File: src/rtl/step_seq_pkg.sv
// Shared types and constants for the step-sequencer grid.
// Holds the controller state encoding and the one-hot direction codes from the cursor decoder.
package step_seq_pkg;

  typedef enum logic [1:0] {
    EDIT  = 2'd0,
    RUN   = 2'd1,
    CLEAR = 2'd2
  } state_t;

  localparam logic [3:0] DIR_UP    = 4'b0001;
  localparam logic [3:0] DIR_DOWN  = 4'b0010;
  localparam logic [3:0] DIR_LEFT  = 4'b0100;
  localparam logic [3:0] DIR_RIGHT = 4'b1000;

endpackage

File: src/rtl/step_timer.sv
// Playback tick counter: counts 0..TICKS_PER_STEP-1 while run is high.
// advance is combinational from the registered count and is high on the last tick of a step.
module step_timer #(
  parameter int TICKS_PER_STEP = 12_500_000
) (
  input  logic Clock,
  input  logic nReset,
  input  logic restart,
  input  logic run,
  output logic advance
);

  localparam int TICK_W = $clog2(TICKS_PER_STEP);
  localparam logic [TICK_W-1:0] TICK_LAST = TICK_W'(TICKS_PER_STEP - 1);

  logic [TICK_W-1:0] r_tick;
  logic              w_at_last;

  assign w_at_last = (r_tick == TICK_LAST);
  assign advance   = run && w_at_last;

  always_ff @(posedge Clock or negedge nReset) begin
    if (!nReset) begin
      r_tick <= '0;
    end else if (restart) begin
      r_tick <= '0;
    end else if (run) begin
      r_tick <= w_at_last ? '0 : r_tick + TICK_W'(1);
    end
  end

endmodule

File: src/rtl/step_grid_controller.sv
// Step-sequencer grid controller: cursor, ROWS x COLS pattern, playback head and row triggers.
// Edits/moves land 1 cycle after the pulse; triggers are registered 1-cycle pulses per step.
module step_grid_controller
  import step_seq_pkg::*;
#(
  parameter  int COLS           = 16,
  parameter  int ROWS           = 4,
  parameter  int TICKS_PER_STEP = 12_500_000,
  localparam int COL_W          = $clog2(COLS),
  localparam int ROW_W          = $clog2(ROWS)
) (
  input  logic                 Clock,
  input  logic                 nReset,
  input  logic [3:0]           Direction,
  input  logic                 Command,
  input  logic                 Start,
  input  logic                 Clear,
  output logic                 input_en,
  output logic [COL_W-1:0]     cursor_col,
  output logic [ROW_W-1:0]     cursor_row,
  output logic [ROWS*COLS-1:0] pattern,
  output logic [COL_W-1:0]     play_col,
  output logic                 step_pulse,
  output logic [ROWS-1:0]      row_trigger,
  output logic                 running
);

  localparam logic [COL_W-1:0] COL_LAST = COL_W'(COLS - 1);
  localparam logic [ROW_W-1:0] ROW_LAST = ROW_W'(ROWS - 1);

  state_t                 r_state;
  logic [COL_W-1:0]       r_cur_col;
  logic [ROW_W-1:0]       r_cur_row;
  logic [ROWS*COLS-1:0]   r_pattern;
  logic [COL_W-1:0]       r_play_col;
  logic                   r_step_pulse;
  logic [ROWS-1:0]        r_row_trigger;
  logic [ROW_W-1:0]       r_clr_row;

  state_t                 w_state_nxt;
  logic [COL_W-1:0]       w_cur_col_nxt;
  logic [ROW_W-1:0]       w_cur_row_nxt;
  logic [ROWS*COLS-1:0]   w_pattern_nxt;
  logic [COL_W-1:0]       w_play_col_nxt;
  logic                   w_step_pulse_nxt;
  logic [ROWS-1:0]        w_row_trigger_nxt;
  logic [ROW_W-1:0]       w_clr_row_nxt;
  logic [COL_W-1:0]       w_play_col_inc;
  logic                   w_restart;
  logic                   w_advance;

  // Triggers always sample the registered pattern, i.e. before any edit in the same cycle.
  function automatic logic [ROWS-1:0] col_bits(input logic [ROWS*COLS-1:0] pat,
                                               input logic [COL_W-1:0]     col);
    logic [ROWS-1:0] bits;
    bits = '0;
    for (int r = 0; r < ROWS; r++) begin
      for (int c = 0; c < COLS; c++) begin
        if (COL_W'(c) == col) bits[r] = pat[r*COLS + c];
      end
    end
    return bits;
  endfunction

  step_timer #(
    .TICKS_PER_STEP(TICKS_PER_STEP)
  ) u_timer (
    .Clock  (Clock),
    .nReset (nReset),
    .restart(w_restart),
    .run    (r_state == RUN),
    .advance(w_advance)
  );

  assign w_play_col_inc = (r_play_col == COL_LAST) ? '0 : r_play_col + COL_W'(1);

  always_comb begin
    w_state_nxt       = r_state;
    w_cur_col_nxt     = r_cur_col;
    w_cur_row_nxt     = r_cur_row;
    w_pattern_nxt     = r_pattern;
    w_play_col_nxt    = r_play_col;
    w_step_pulse_nxt  = 1'b0;
    w_row_trigger_nxt = '0;
    w_clr_row_nxt     = r_clr_row;
    w_restart         = 1'b0;

    case (r_state)
      EDIT, RUN: begin
        if (Clear) begin
          w_state_nxt   = CLEAR;
          w_clr_row_nxt = '0;
          w_restart     = 1'b1;
        end else begin
          if (Command) begin
            for (int r = 0; r < ROWS; r++) begin
              for (int c = 0; c < COLS; c++) begin
                if (ROW_W'(r) == r_cur_row && COL_W'(c) == r_cur_col)
                  w_pattern_nxt[r*COLS + c] = ~r_pattern[r*COLS + c];
              end
            end
          end

          case (Direction)
            DIR_UP:    w_cur_row_nxt = (r_cur_row == '0) ? ROW_LAST : r_cur_row - ROW_W'(1);
            DIR_DOWN:  w_cur_row_nxt = (r_cur_row == ROW_LAST) ? '0 : r_cur_row + ROW_W'(1);
            DIR_LEFT:  w_cur_col_nxt = (r_cur_col == '0) ? COL_LAST : r_cur_col - COL_W'(1);
            DIR_RIGHT: w_cur_col_nxt = (r_cur_col == COL_LAST) ? '0 : r_cur_col + COL_W'(1);
            default:   ;
          endcase

          if (Start) begin
            w_restart = 1'b1;
            if (r_state == EDIT) begin
              w_state_nxt       = RUN;
              w_play_col_nxt    = '0;
              w_step_pulse_nxt  = 1'b1;
              w_row_trigger_nxt = col_bits(r_pattern, '0);
            end else begin
              w_state_nxt = EDIT;
            end
          end else if (r_state == RUN && w_advance) begin
            w_play_col_nxt    = w_play_col_inc;
            w_step_pulse_nxt  = 1'b1;
            w_row_trigger_nxt = col_bits(r_pattern, w_play_col_inc);
          end
        end
      end

      CLEAR: begin
        w_restart = 1'b1;
        for (int r = 0; r < ROWS; r++) begin
          if (ROW_W'(r) == r_clr_row) w_pattern_nxt[r*COLS +: COLS] = '0;
        end
        if (r_clr_row == ROW_LAST) begin
          w_state_nxt    = EDIT;
          w_cur_col_nxt  = '0;
          w_cur_row_nxt  = '0;
          w_play_col_nxt = '0;
          w_clr_row_nxt  = '0;
        end else begin
          w_clr_row_nxt = r_clr_row + ROW_W'(1);
        end
      end

      default: begin
        w_state_nxt = EDIT;
      end
    endcase
  end

  always_ff @(posedge Clock or negedge nReset) begin
    if (!nReset) begin
      r_state       <= EDIT;
      r_cur_col     <= '0;
      r_cur_row     <= '0;
      r_pattern     <= '0;
      r_play_col    <= '0;
      r_step_pulse  <= 1'b0;
      r_row_trigger <= '0;
      r_clr_row     <= '0;
    end else begin
      r_state       <= w_state_nxt;
      r_cur_col     <= w_cur_col_nxt;
      r_cur_row     <= w_cur_row_nxt;
      r_pattern     <= w_pattern_nxt;
      r_play_col    <= w_play_col_nxt;
      r_step_pulse  <= w_step_pulse_nxt;
      r_row_trigger <= w_row_trigger_nxt;
      r_clr_row     <= w_clr_row_nxt;
    end
  end

  assign input_en    = (r_state != CLEAR);
  assign running     = (r_state == RUN);
  assign cursor_col  = r_cur_col;
  assign cursor_row  = r_cur_row;
  assign pattern     = r_pattern;
  assign play_col    = r_play_col;
  assign step_pulse  = r_step_pulse;
  assign row_trigger = r_row_trigger;

endmodule

File: config.mk
export PLATFORM = sky130hd
export DESIGN_NAME = step_grid_controller
export DESIGN_NICKNAME = d
export VERILOG_FILES = /design/src/rtl/step_seq_pkg.sv /design/src/rtl/step_timer.sv /design/src/rtl/step_grid_controller.sv
export SDC_FILE = /design/constraint.sdc
export NUM_CORES = 1
export LEC_CHECK = 0
export BUFFER_PORTS_ARGS = -buffer_cell sky130_fd_sc_hd__buf_2
export CORE_MARGIN = 5
export CORE_UTILIZATION = 59
export CTS_CLUSTER_DIAMETER = 150
export CTS_CLUSTER_SIZE = 28
export DETAILED_ROUTE_END_ITERATION = 10
export GPL_TIMING_DRIVEN = 0
export PLACE_DENSITY = 0.81
export SETUP_SLACK_MARGIN = 0.05
export SLEW_MARGIN = 10
export SYNTH_ARGS = -nofsm -noshare
export SYNTH_HDL_FRONTEND = slang
export SYNTH_HIERARCHICAL = 1
export SYNTH_SLANG_ARGS = --single-unit
File: constraint.sdc
create_clock -name Clock -period 2.7 [get_ports Clock]
set_input_delay 0.54 -clock Clock [delete_from_list [all_inputs] [get_ports Clock]]
set_output_delay 0.54 -clock Clock [all_outputs]
set_load 0.05 [all_outputs]
==> impl_metrics.json <==
{
  "outcome": "complete, but fails checks",
  "critical-path-max-stage-delay_ns": 0.49,
  "drtPass1Iterations": 9,
  "cp.depth": 9,
  "num_antenna_cells": 0,
  "drt-vias-per-instance": 6.56,
  "cp_num_buf_inv": 1,
  "min_period_over_period": 0.961,
  "synth_area_um2": 7200,
  "cp.arrival_ns": 2.86,
  "synth_common_cells": "nand2_1 (166), dfrtp_1 (107), o21ai_0 (92)",
  "hp-class": "in -> async",
  "fp.dieH_um": 120,
  "synthXorXnorAreaFrac": 0.0158,
  "synth_top_cell_area_share": 0.372,
  "place_area_um2": 7870,
  "crit_chain": "nand4_1 -> nor4_1 -> nand4_1 -> nor2_1 -> nand3b_1 -> buf_4 -> o31ai_2 -> a21oi_1 -> a21oi_1",
  "critPathLaunchType": "flop",
  "port_buffers": 89,
  "routabilityCongestion": 1.02,
  "synth_compound_area_frac": 0.248,
  "muxShareOfSynthArea": 0.00452,
  "drive_above_1_share": 0.162,
  "clock_sinks": 107,
  "grt_usage": 0.340,
  "cts_buffer_depth": 2,
  "finClkSkew_ns": 0.00816,
  "clk_latency_ns": 0.36,
  "cellLeakagePower_uw": 0.00347,
  "report.final.hold_viol_count": 0,
  "vias": 7774,
  "place_ws_ns": -0.964,
  "routed_wirelength_um": 24400,
  "tritoncts": "built",
  "die_x_um": 120,
  "seq_area_frac_synth": 0.372,
  "endpoint_kind": "flop",
  "reg2reg_depth": 9,
  "setup_violations": 0,
  "syn_avg_cell_area_um2": 7.78,
  "initial_core_util": 0.600,
  "synth_top_family_by_area": "simple AND/OR/NAND/NOR gates",
  "fmax_ghz": 0.386,
  "fin_crit_ns": 2.59,
  "power.density_nw_per_um2": 1140,
  "finish.instance_area_um2": 8250,
  "cts-root-buf": "clkbuf_16",
  "drtIter0Drc": 1143,
  "drc": 1,
  "path_clk_slew_ns": 0.07,
  "io-pin-count": 90,
  "grt_remaining_overflow": 0,
  "slew_violations": 0,
  "slew_headroom": 0.573,
  "violations": "design-rule violations",
  "ir_worst_vdd_mv": 0.863,
  "crit_family": "simple AND/OR/NAND/NOR gates",
  "synth_simple_gate_area_frac": 0.273,
  "cap_violations": 0,
  "synth_fa_ha_area_frac": 0.0330,
  "grt_pass1_vias": 7072,
  "synth.most_common_cell": "nand2_1",
  "core_um2": 12000,
  "hpwl_um": 17800,
  "tightest_slew_ns": 0.631,
  "synth.top_cells.by_area": "dfrtp_1 (37%), nand2_1 (8.7%), o21ai_0 (6.4%)",
  "grt_max_degree": 63,
  "grt_pass1_wl_um": 39000,
  "critPathMaxFanout": 8,
  "fin_ws_ns": 0.107,
  "finalPower_uw": 9450,
  "cp_data_required_time_ns": 2.97,
  "die_area_um2": 14500,
  "cts.htree.levels": 3,
  "syn_inst": 926,
  "fin_nets": 1061,
  "ys_async_sr_fraction": 1.00,
  "cp_slowest_cell": "nor4_1",
  "cts_buffers": 9,
  "rsz0062_at_grt": "false",
  "syn_nets": 954,
  "synth_top_flop_cell": "dfrtp_1",
  "antenna_found_initial": 0,
  "yosysWarningCount": 6,
  "synth.ff_latch_count": 107,
  "area_delta_synth_final_pct": 14.6,
  "wire_per_inst_um": 20.6,
  "synth_edf_count": 0,
  "ant_nets": 0,
  "row_count": 40,
  "synth_cell_type_count": 71,
  "critPathKind": "reg -> reg",
  "yosys.area.top_type": "dfrtp_1",
  "hold_slack_ns": 0.0939
}
path summary, 6_finish.rpt:
check | from | to | slack, ns
setup / recovery | u_timer/r_tick[10]$_DFFE_PN0P_ | row_trigger[0]$_DFF_PN0_ | 0.11
hold / removal | nReset | cursor_col[0]$_DFFE_PN0P_ | 0.09
setup reg to reg | u_timer/r_tick[10]$_DFFE_PN0P_ | row_trigger[0]$_DFF_PN0_ | 0.11
hold reg to reg | pattern[25]$_DFFE_PN0P_ | pattern[25]$_DFFE_PN0P_ | 0.56
max in group asynchronous | nReset | u_timer/r_tick[0]$_DFFE_PN0P_ | 1.95
min in group Clock | Clear | r_state[1]$_DFFE_PN0P_ | 0.48
per-stage QoR:
stage	std cells	setup TNS [ns]	utilization
5_1_grt	1185	0	0.687
6_report	1185	0	0.687
2_1_floorplan	926	0	-
4_1_cts	1183	0	0.684
3_5_place_dp	1163	-5.21	0.655
3_3_place_gp	1162	-15.90	0.653
worst reg2reg max path, stage by stage, from the launching register on:
cell	delay (ns)
dfrtp_1	0.45
nand4_1	0.19
nor4_1	0.49
nand4_1	0.25
nor2_1	0.14
nand3b_1	0.12
buf_4	0.19
o31ai_2	0.30
a21oi_1	0.13
a21oi_1	0.24
sequential cells by signal, indices dropped and copies added (netlist names):
name and flops:
play_col 4, cursor_col 4, cursor_row 2, r_state 2
step_pulse 1, row_trigger 4, r_clr_row 2, u_timer/r_tick 24
pattern 64
per-layer routing:
| layer | vias to the layer above | global-route usage | wire (um) |
|---|---|---|---|
| li1 | 3555 | - | - |
| met1 | 3606 | 0.481 | 9920 |
| met2 | 525 | 0.500 | 10600 |
| met3 | 88 | 0.0594 | 2660 |
| met4 | 0 | 0.178 | 1240 |
| met5 | - | 0 | 0 |
cells in the final DEF, fill, tap and decap left out, drive strengths merged, types with 5 or more instances in the layout:
cell and n:
nand2 166, buf 123, dfrtp 107, o21ai 105, a21oi 84, nor3 69
nor2 53, clkbuf 42, inv 28, ha 19, and2 18, nand4 15
a31oi 15, nand3 15, nand2b 11, o22ai 11, a221oi 11, and3 10
nor2b 10, a22oi 9, nor4 9, nand3b 7, xor2 7, o221ai 6
xnor2 6, clkinvlp 5, a21o 5, nor4b 5, a311o 5, o31ai 5
timing repair:
action                     4_1_cts  5_1_grt
setup endpoints to repair       23       20
gates resized for setup          8       17
hold buffers                     0        0
cloned                           0        0
pin swaps                        1        1
setup buffers                    4        3
area by class of cell:
cell class                      instances  area, um^2
Multi-Input combinational cell        730        4150
Fill cell                            1052        3760
Sequential cell                       107        2680
Timing Repair Buffer                   97         532
Buffer                                 58         288
Clock buffer                           10         229
Tap cell                              147         184
Inverter                               30         120
Clock inverter                          6        66.3
kinds of logic after synthesis:
group,count (synthesis)
multiplexers,3
XOR/XNOR,13
AND/OR/NAND/NOR,403
adder cells (fa/ha/maj),19
AO/OA/AOI/OAI,292
buffers and inverters,89
flip-flops,107
power breakdown:
group	switching, uW	internal, uW
registers	791	2130
logic	3870	1300
clock network	635	721
No activity file was read; power rests on OpenSTA's default activity.
